[src/rtl/matrix_pkg.sv]
// matrix_pkg: shared defaults, FSM state type, beat count and saturation bounds for matrix_elemwise_stream
package matrix_pkg;
  localparam int DATA_W_DEF  = 32;
  localparam int ROWS_DEF    = 32;
  localparam int COLS_DEF    = 10;
  localparam int LANES_DEF   = 10;
  localparam int SHIFT_W_DEF = 5;
  typedef enum logic [1:0] {IDLE, RUN, DRAIN} state_t;
  function automatic int beat_count(int rows, int cols, int lanes);
    return rows * cols / lanes;
  endfunction
  function automatic longint sat_max(int w);
    return (64'sd1 <<< (w - 1)) - 64'sd1;
  endfunction
  function automatic longint sat_min(int w);
    return -(64'sd1 <<< (w - 1));
  endfunction
endpackage

[src/rtl/elem_op_lane.sv]
// elem_op_lane: one lane of c = a op (b >>> shift); ports a, b, shift, sub -> c (+ sat when MATRIX_ELEMWISE_SAT_EN)
module elem_op_lane
  import matrix_pkg::*;
#(
  parameter int DATA_W  = DATA_W_DEF,
  parameter int SHIFT_W = SHIFT_W_DEF
)(
  input  logic signed [DATA_W-1:0]  a,
  input  logic signed [DATA_W-1:0]  b,
  input  logic        [SHIFT_W-1:0] shift,
  input  logic                      sub,
  output logic signed [DATA_W-1:0]  c
`ifdef MATRIX_ELEMWISE_SAT_EN
  ,
  output logic                      sat
`endif
);
  logic signed [DATA_W-1:0] bs;
  assign bs = b >>> shift;
`ifdef MATRIX_ELEMWISE_SAT_EN
  localparam logic signed [DATA_W:0] HI = (DATA_W+1)'(sat_max(DATA_W));
  localparam logic signed [DATA_W:0] LO = (DATA_W+1)'(sat_min(DATA_W));
  logic signed [DATA_W:0] ax, bx, r;
  assign ax  = {a[DATA_W-1], a};
  assign bx  = {bs[DATA_W-1], bs};
  assign r   = sub ? ax - bx : ax + bx;
  assign sat = (r > HI) | (r < LO);
  assign c   = (r > HI) ? HI[DATA_W-1:0] : (r < LO) ? LO[DATA_W-1:0] : r[DATA_W-1:0];
`else
  assign c = sub ? a - bs : a + bs;
`endif
endmodule

[src/rtl/matrix_elemwise_stream.sv]
// matrix_elemwise_stream: streams C = A op (B >>> b_shift) over a ROWS x COLS matrix, LANES elements per beat
// Ports: clk, rst (sync, active high); start/op_sub/b_shift (latched in IDLE), busy, done;
// input stream in_valid/in_ready/a_data/b_data; output stream out_valid/out_ready/c_data/out_last/beat_idx.
// Option MATRIX_ELEMWISE_SAT_EN: per-lane clamping plus sticky sat_flag output.
module matrix_elemwise_stream
  import matrix_pkg::*;
#(
  parameter int DATA_W  = DATA_W_DEF,
  parameter int ROWS    = ROWS_DEF,
  parameter int COLS    = COLS_DEF,
  parameter int LANES   = LANES_DEF,
  parameter int SHIFT_W = SHIFT_W_DEF,
  localparam int BEATS  = beat_count(ROWS, COLS, LANES),
  localparam int IW     = (BEATS > 1) ? $clog2(BEATS) : 1
)(
  input  logic                      clk,
  input  logic                      rst,
  input  logic                      start,
  input  logic                      op_sub,
  input  logic [SHIFT_W-1:0]        b_shift,
  output logic                      busy,
  output logic                      done,
  input  logic                      in_valid,
  output logic                      in_ready,
  input  logic [LANES*DATA_W-1:0]   a_data,
  input  logic [LANES*DATA_W-1:0]   b_data,
  output logic                      out_valid,
  input  logic                      out_ready,
  output logic [LANES*DATA_W-1:0]   c_data,
  output logic                      out_last,
  output logic [IW-1:0]             beat_idx
`ifdef MATRIX_ELEMWISE_SAT_EN
  ,
  output logic                      sat_flag
`endif
);
  if ((ROWS * COLS) % LANES != 0) begin : g_bad_lanes
    $error("ROWS*COLS must be divisible by LANES");
  end
  localparam logic [IW-1:0] LAST = IW'(BEATS - 1);
  state_t               state;
  logic [IW-1:0]        in_cnt;
  logic                 op_r;
  logic [SHIFT_W-1:0]   shift_r;
  logic [LANES*DATA_W-1:0] res;
  logic                 in_acc, out_acc;
`ifdef MATRIX_ELEMWISE_SAT_EN
  logic [LANES-1:0]     lane_sat;
`endif
  assign in_ready = (state == RUN) & (~out_valid | out_ready);
  assign in_acc   = in_valid & in_ready;
  assign out_acc  = out_valid & out_ready;
  assign out_last = out_valid & (beat_idx == LAST);
  for (genvar g = 0; g < LANES; g++) begin : g_lane
    elem_op_lane #(.DATA_W(DATA_W), .SHIFT_W(SHIFT_W)) u_lane (
      .a     (a_data[(LANES-g)*DATA_W-1 -: DATA_W]),
      .b     (b_data[(LANES-g)*DATA_W-1 -: DATA_W]),
      .shift (shift_r),
      .sub   (op_r),
      .c     (res[(LANES-g)*DATA_W-1 -: DATA_W])
`ifdef MATRIX_ELEMWISE_SAT_EN
      ,
      .sat   (lane_sat[g])
`endif
    );
  end
  always_ff @(posedge clk) begin
    if (rst) begin
      state     <= IDLE;
      busy      <= 1'b0;
      done      <= 1'b0;
      in_cnt    <= '0;
      beat_idx  <= '0;
      op_r      <= 1'b0;
      shift_r   <= '0;
      out_valid <= 1'b0;
      c_data    <= '0;
`ifdef MATRIX_ELEMWISE_SAT_EN
      sat_flag  <= 1'b0;
`endif
    end else begin
      done <= 1'b0;
      if (in_acc) begin
        out_valid <= 1'b1;
        c_data    <= res;
      end else if (out_acc) begin
        out_valid <= 1'b0;
      end
      if (out_acc) beat_idx <= (beat_idx == LAST) ? '0 : beat_idx + 1'b1;
`ifdef MATRIX_ELEMWISE_SAT_EN
      if (in_acc & |lane_sat) sat_flag <= 1'b1;
`endif
      case (state)
        IDLE: if (start) begin
          state   <= RUN;
          busy    <= 1'b1;
          op_r    <= op_sub;
          shift_r <= b_shift;
          in_cnt  <= '0;
`ifdef MATRIX_ELEMWISE_SAT_EN
          sat_flag <= 1'b0;
`endif
        end
        RUN: if (in_acc) begin
          in_cnt <= in_cnt + 1'b1;
          if (in_cnt == LAST) state <= DRAIN;
        end
        DRAIN: if (out_acc & out_last) begin
          state <= IDLE;
          busy  <= 1'b0;
          done  <= 1'b1;
        end
        default: state <= IDLE;
      endcase
    end
  end
endmodule

[config.mk]
export PLATFORM = sky130hd
export DESIGN_NAME = matrix_elemwise_stream
export DESIGN_NICKNAME = d
export VERILOG_FILES = /design/src/rtl/matrix_pkg.sv /design/src/rtl/elem_op_lane.sv /design/src/rtl/matrix_elemwise_stream.sv
export SDC_FILE = /design/constraint.sdc
export NUM_CORES = 2
export LEC_CHECK = 0
export CAP_MARGIN = 20
export CORE_AREA = 10 10 375 377
export CTS_CLUSTER_DIAMETER = 120
export DETAILED_ROUTE_END_ITERATION = 6
export DIE_AREA = 0 0 385 387
export PLACE_DENSITY_LB_ADDON = 0.12
export SLEW_MARGIN = 40
export SYNTH_ARGS = -nofsm -noshare
export SYNTH_HDL_FRONTEND = slang
export SYNTH_SLANG_ARGS = --single-unit
[constraint.sdc]
create_clock -name clk -period 6.95 [get_ports clk]
set_clock_uncertainty 0.1 [all_clocks]
set_input_delay 0.695 -clock clk [delete_from_list [all_inputs] [get_ports clk]]
set_output_delay 0.695 -clock clk [all_outputs]
set_load 0.005 [all_outputs]
==> results.md <==
Detailed routing:
- Summed over all layers, the routed wires come to 293000 um.
- The total met2 wirelength after detailed routing is ~130000 um.
- The final routed DRC violation total is 0.
- The final route contains 62915 vias.
- The number of antenna-violating nets in the routed design is 0.
- The length of the first detailed-routing pass in iterations is 7.
- The routed length per instance is 30.1 um.
- The highest metal layer carrying signal wires in the routed design is met5.
- In this run, the number of DRC markers left after iteration 0 of detailed routing was between 7000 and 8000.
- The wire length the detailed router placed on met1 is 110000 um.
- The total length of routed met3 wires is about 33000 um.
- The per-cell via count in the routed design is 6.46.

Floorplan:
- In this run the count of I/O pins placed on the die edge is 981.
- The overall die area is 149000 sq um.
- Measured along the y axis, the die boundary spans ~390 um.
- The row count is about 130.
- The width of the die is slightly below 400 um.
- The core region is 133000 sq um.
- The starting density of the core is 0.414.

Pwr:
- The total power after layout is around 0.014 W.
- For this design the static power due to leakage is around 27 nW.
- IR analysis of the VDD net gives a maximum drop of 0.224 mV.
- The power per standard cell area is between 200 and 250 nW/um^2.

CTS:
- The clock latency at the later pin of the worst-skew pair is 0.66 ns.
- The number of buffers inserted during clock tree synthesis is 44.
- The clock root buffer master is clkbuf_16.
- The clock-pin slew on the worst setup and hold paths is about 0.070 ns.
- TritonCTS built the clock tree.
- The largest buffer count on any clock path is 3.
- The H-tree was split into 2 levels.
- The clock drives 341 sinks.
- Hold repair after CTS inserted 0 buffers.

Final layout:
- The count of nets after finishing is just under 9000.
- The layout cell share with drive strength beyond 1 is 0.140.
- The area growth from synthesis to layout is 27.3%.
- The filler cell count in the final layout is roughly 13000.
- The post-layout instance area is 70100 sq um.

Global routing:
- Summed over all layers, the global routing overflow is 0.
- The number of global-route vias before repair is approximately 60000.
- The first global-routing pass estimated about 420000 um of wire.
- In the global route stage, overall resource usage came out at 0.368.
- Entering global routing, the biggest net connects 154 pins.
- The number of antenna violations at the first check in global routing is roughly 120.

STA:
- For the pin with the worst max-slew slack, the measured transition is a little over 1 ns.
- The max-slew violation count is 0.
- Headroom to the max-slew limit came out at 0.307.
- After layout, the minimum clock period comes to ~6.5 ns.
- The post-route setup TNS is 0 ns.
- The ratio of final minimum period to clock period is 0.942.
- The worst-case setup margin in the final layout is 0.406 ns.
- Setup repair after global routing could not meet its margin everywhere.
- The final number of hold-violating endpoints came to 0.
- Derived from the worst setup path, the maximum achievable clock frequency is 0.153 GHz.
- The setup violation total in the final timing report is 0.

Worst setup path:
- The start of the worst register-to-register path is shift_r[1].
- The classification of the worst setup path is reg2reg.
- The worst register-to-register path has a depth of 24.
- STA classifies the critical path endpoint as a flop.
- STA classifies the critical path startpoint as a flop.
- The timing startpoint of the critical path is shift_r[1].
- The worst endpoint required time is approximately 7.4 ns.
- The biggest fanout along the worst timing path is 32.
- Across all register-to-register paths, the minimum setup slack is slightly above 0.4 ns.
- STA puts the critical path data arrival time at 6.94 ns.

Placed design:
- The final weighted congestion of routability-driven global placement is approximately 1.1.
- Detailed placement finished with a half-perimeter wire length of ~240000 um.
- Before CTS, the worst setup slack after placement is 0.0374 ns.
- The number of input and output port buffers inserted is 980.
- The placed cell area is 68200 sq um.

Synth:
- The per-instance average area after synthesis is 7.95 sq um.
- The number of enable-type register cells in the synthesized netlist is 0.
- Counting flops with an async set or reset pin after synthesis yields a share of 0.
- After synthesis the netlist holds a flip-flop and latch count of around 340.
- Among all flip-flop cells after synthesis, the most frequent one is dfxtp_1.
- The gate count of the mapped netlist is ~7000.
- The area of the mapped netlist is 55100 sq um.
- The synthesized netlist net count is 7913.
- The count of warnings emitted by yosys is 0.
- The distinct cell type count after synthesis is 123.
- The share of the Yosys chip area taken by registers is 0.124.

Hold path:
- The worst hold path begins at c_data[229].
- The worst min-delay path category is reg2reg.
- Along the worst hold path, the cell count comes to 2.

Run:
- The max-capacitance violation count is 0.

Outcome:
- The run finished with clean final reports.
area by class of cell:
class / instances / area (sq um) / area share
clock inverters: 23 / 258 / 0.00368
repair buffers: 1383 / 13500 / 0.192
clock buffers: 59 / 1250 / 0.0178
multi-input cells: 5982 / 45400 / 0.648
flip-flops and latches: 341 / 6850 / 0.0977
well taps: 1768 / 2210 / 0.0316
diodes: 65 / 163 / 0.00232
inverters: 122 / 474 / 0.00676
per-layer routing:
metal | vias to the layer above | GRT usage
met2 | 3547 | 0.594
met1 | 30320 | 0.436
met4 | 106 | 0.185
li1 | 28063 | -
met3 | 879 | 0.117
met5 | - | 0
path summary, 6_finish.rpt:
kind	to
worst max-delay path	c_data[62]
worst min register to register	c_data[229]
worst min-delay path	c_data[229]
worst max register to register	c_data[62]
through the flow:
step | instances | utilization | hold WS, ns
2_1_floorplan | 6928 | - | 0.342
5_1_grt | 9727 | 0.527 | 0.367
3_3_place_gp | 9586 | 0.513 | 0.337
4_1_cts | 9669 | 0.524 | 0.351
3_5_place_dp | 9587 | 0.513 | 0.343
6_report | 9743 | 0.527 | 0.348
cells in the final DEF (no fill, tap or decap), types with 102 or more instances in the layout:
master and n:
a211oi_1 115, a21o_1 153, a21oi_1 710, a31oi_1 114, buf_4 354, clkdlybuf4s50_1 979
dfxtp_1 335, ha_1 324, inv_1 116, mux2_2 120, mux2i_1 262, mux4_2 345
nand2_1 887, nor2_1 567, nor3_1 102, o21ai_0 351, xnor2_1 301, xor2_1 239
cell families (layout without fill, tap and decap cells):
kind of cell	after synthesis	count (layout)	synth area share
buffers and inverters	605	1587	0.0550
AND/OR/NAND/NOR	2194	2194	0.185
other	0	65	0
multiplexers	736	736	0.216
flip-flops	341	341	0.124
AO/OA/AOI/OAI	2177	2177	0.257
adder cells (fa/ha/maj)	334	334	0.0773
XOR/XNOR	541	541	0.0862
state kept, by name (all words and copies together) (netlist names):
signal     cells
state          2
c_data       320
done           1
in_cnt         5
out_valid      1
op_r           1
busy           1
beat_idx       5
shift_r        5
cell usage after synthesis (76+ instances only):
library cell	count	area, sq um
a211oi_1	115	863
a21o_1	153	1150
a21oi_1	710	3550
a31oi_1	114	713
and3_1	76	475
buf_2	76	380
clkbuf_1	253	950
dfxtp_1	341	6830
ha_1	324	4050
inv_1	118	443
mux2_2	120	1350
mux2i_1	263	2630
mux4_2	345	7770
nand2_1	890	3340
nand2b_1	91	569
nand3_1	99	495
nor2_1	574	2150
nor3_1	105	526
o21a_1	80	601
o21ai_0	351	1760
o22ai_1	82	513
xnor2_1	301	2640
xor2_1	239	2090
worst max-delay path, stage by stage (launching register included):
cell	delay, ns
dfxtp_4	0.49
buf_12	0.26
mux4_2	0.55
a222oi_1	0.59
a21o_1	0.22
and2_1	0.15
o21ai_0	0.23
or3_1	0.46
nor3_1	0.19
buf_4	0.15
a21oi_1	0.07
xnor2_1	0.16
ha_1	0.33
a21o_1	0.18
a21o_1	0.16
a21o_1	0.19
a2111oi_0	0.42
buf_4	0.18
o21ai_0	0.10
a41oi_1	0.32
a21oi_1	0.14
a221o_1	0.30
a21oi_1	0.17
xor2_1	0.15
a211oi_1	0.08
power by group:
part,switching (W),total (W),internal (W)
clock network,0.00106,0.00245,0.00139
registers,0.000144,0.00231,0.00217
logic,0.00533,0.00947,0.00414
total,0.00653,0.0142,0.00769
repair_timing:
item                                    CTS  global route
endpoints found under the setup margin    0            25
resized for setup                         0            16
setup buffers                             0             6
Power figures use the tool's default switching activity.
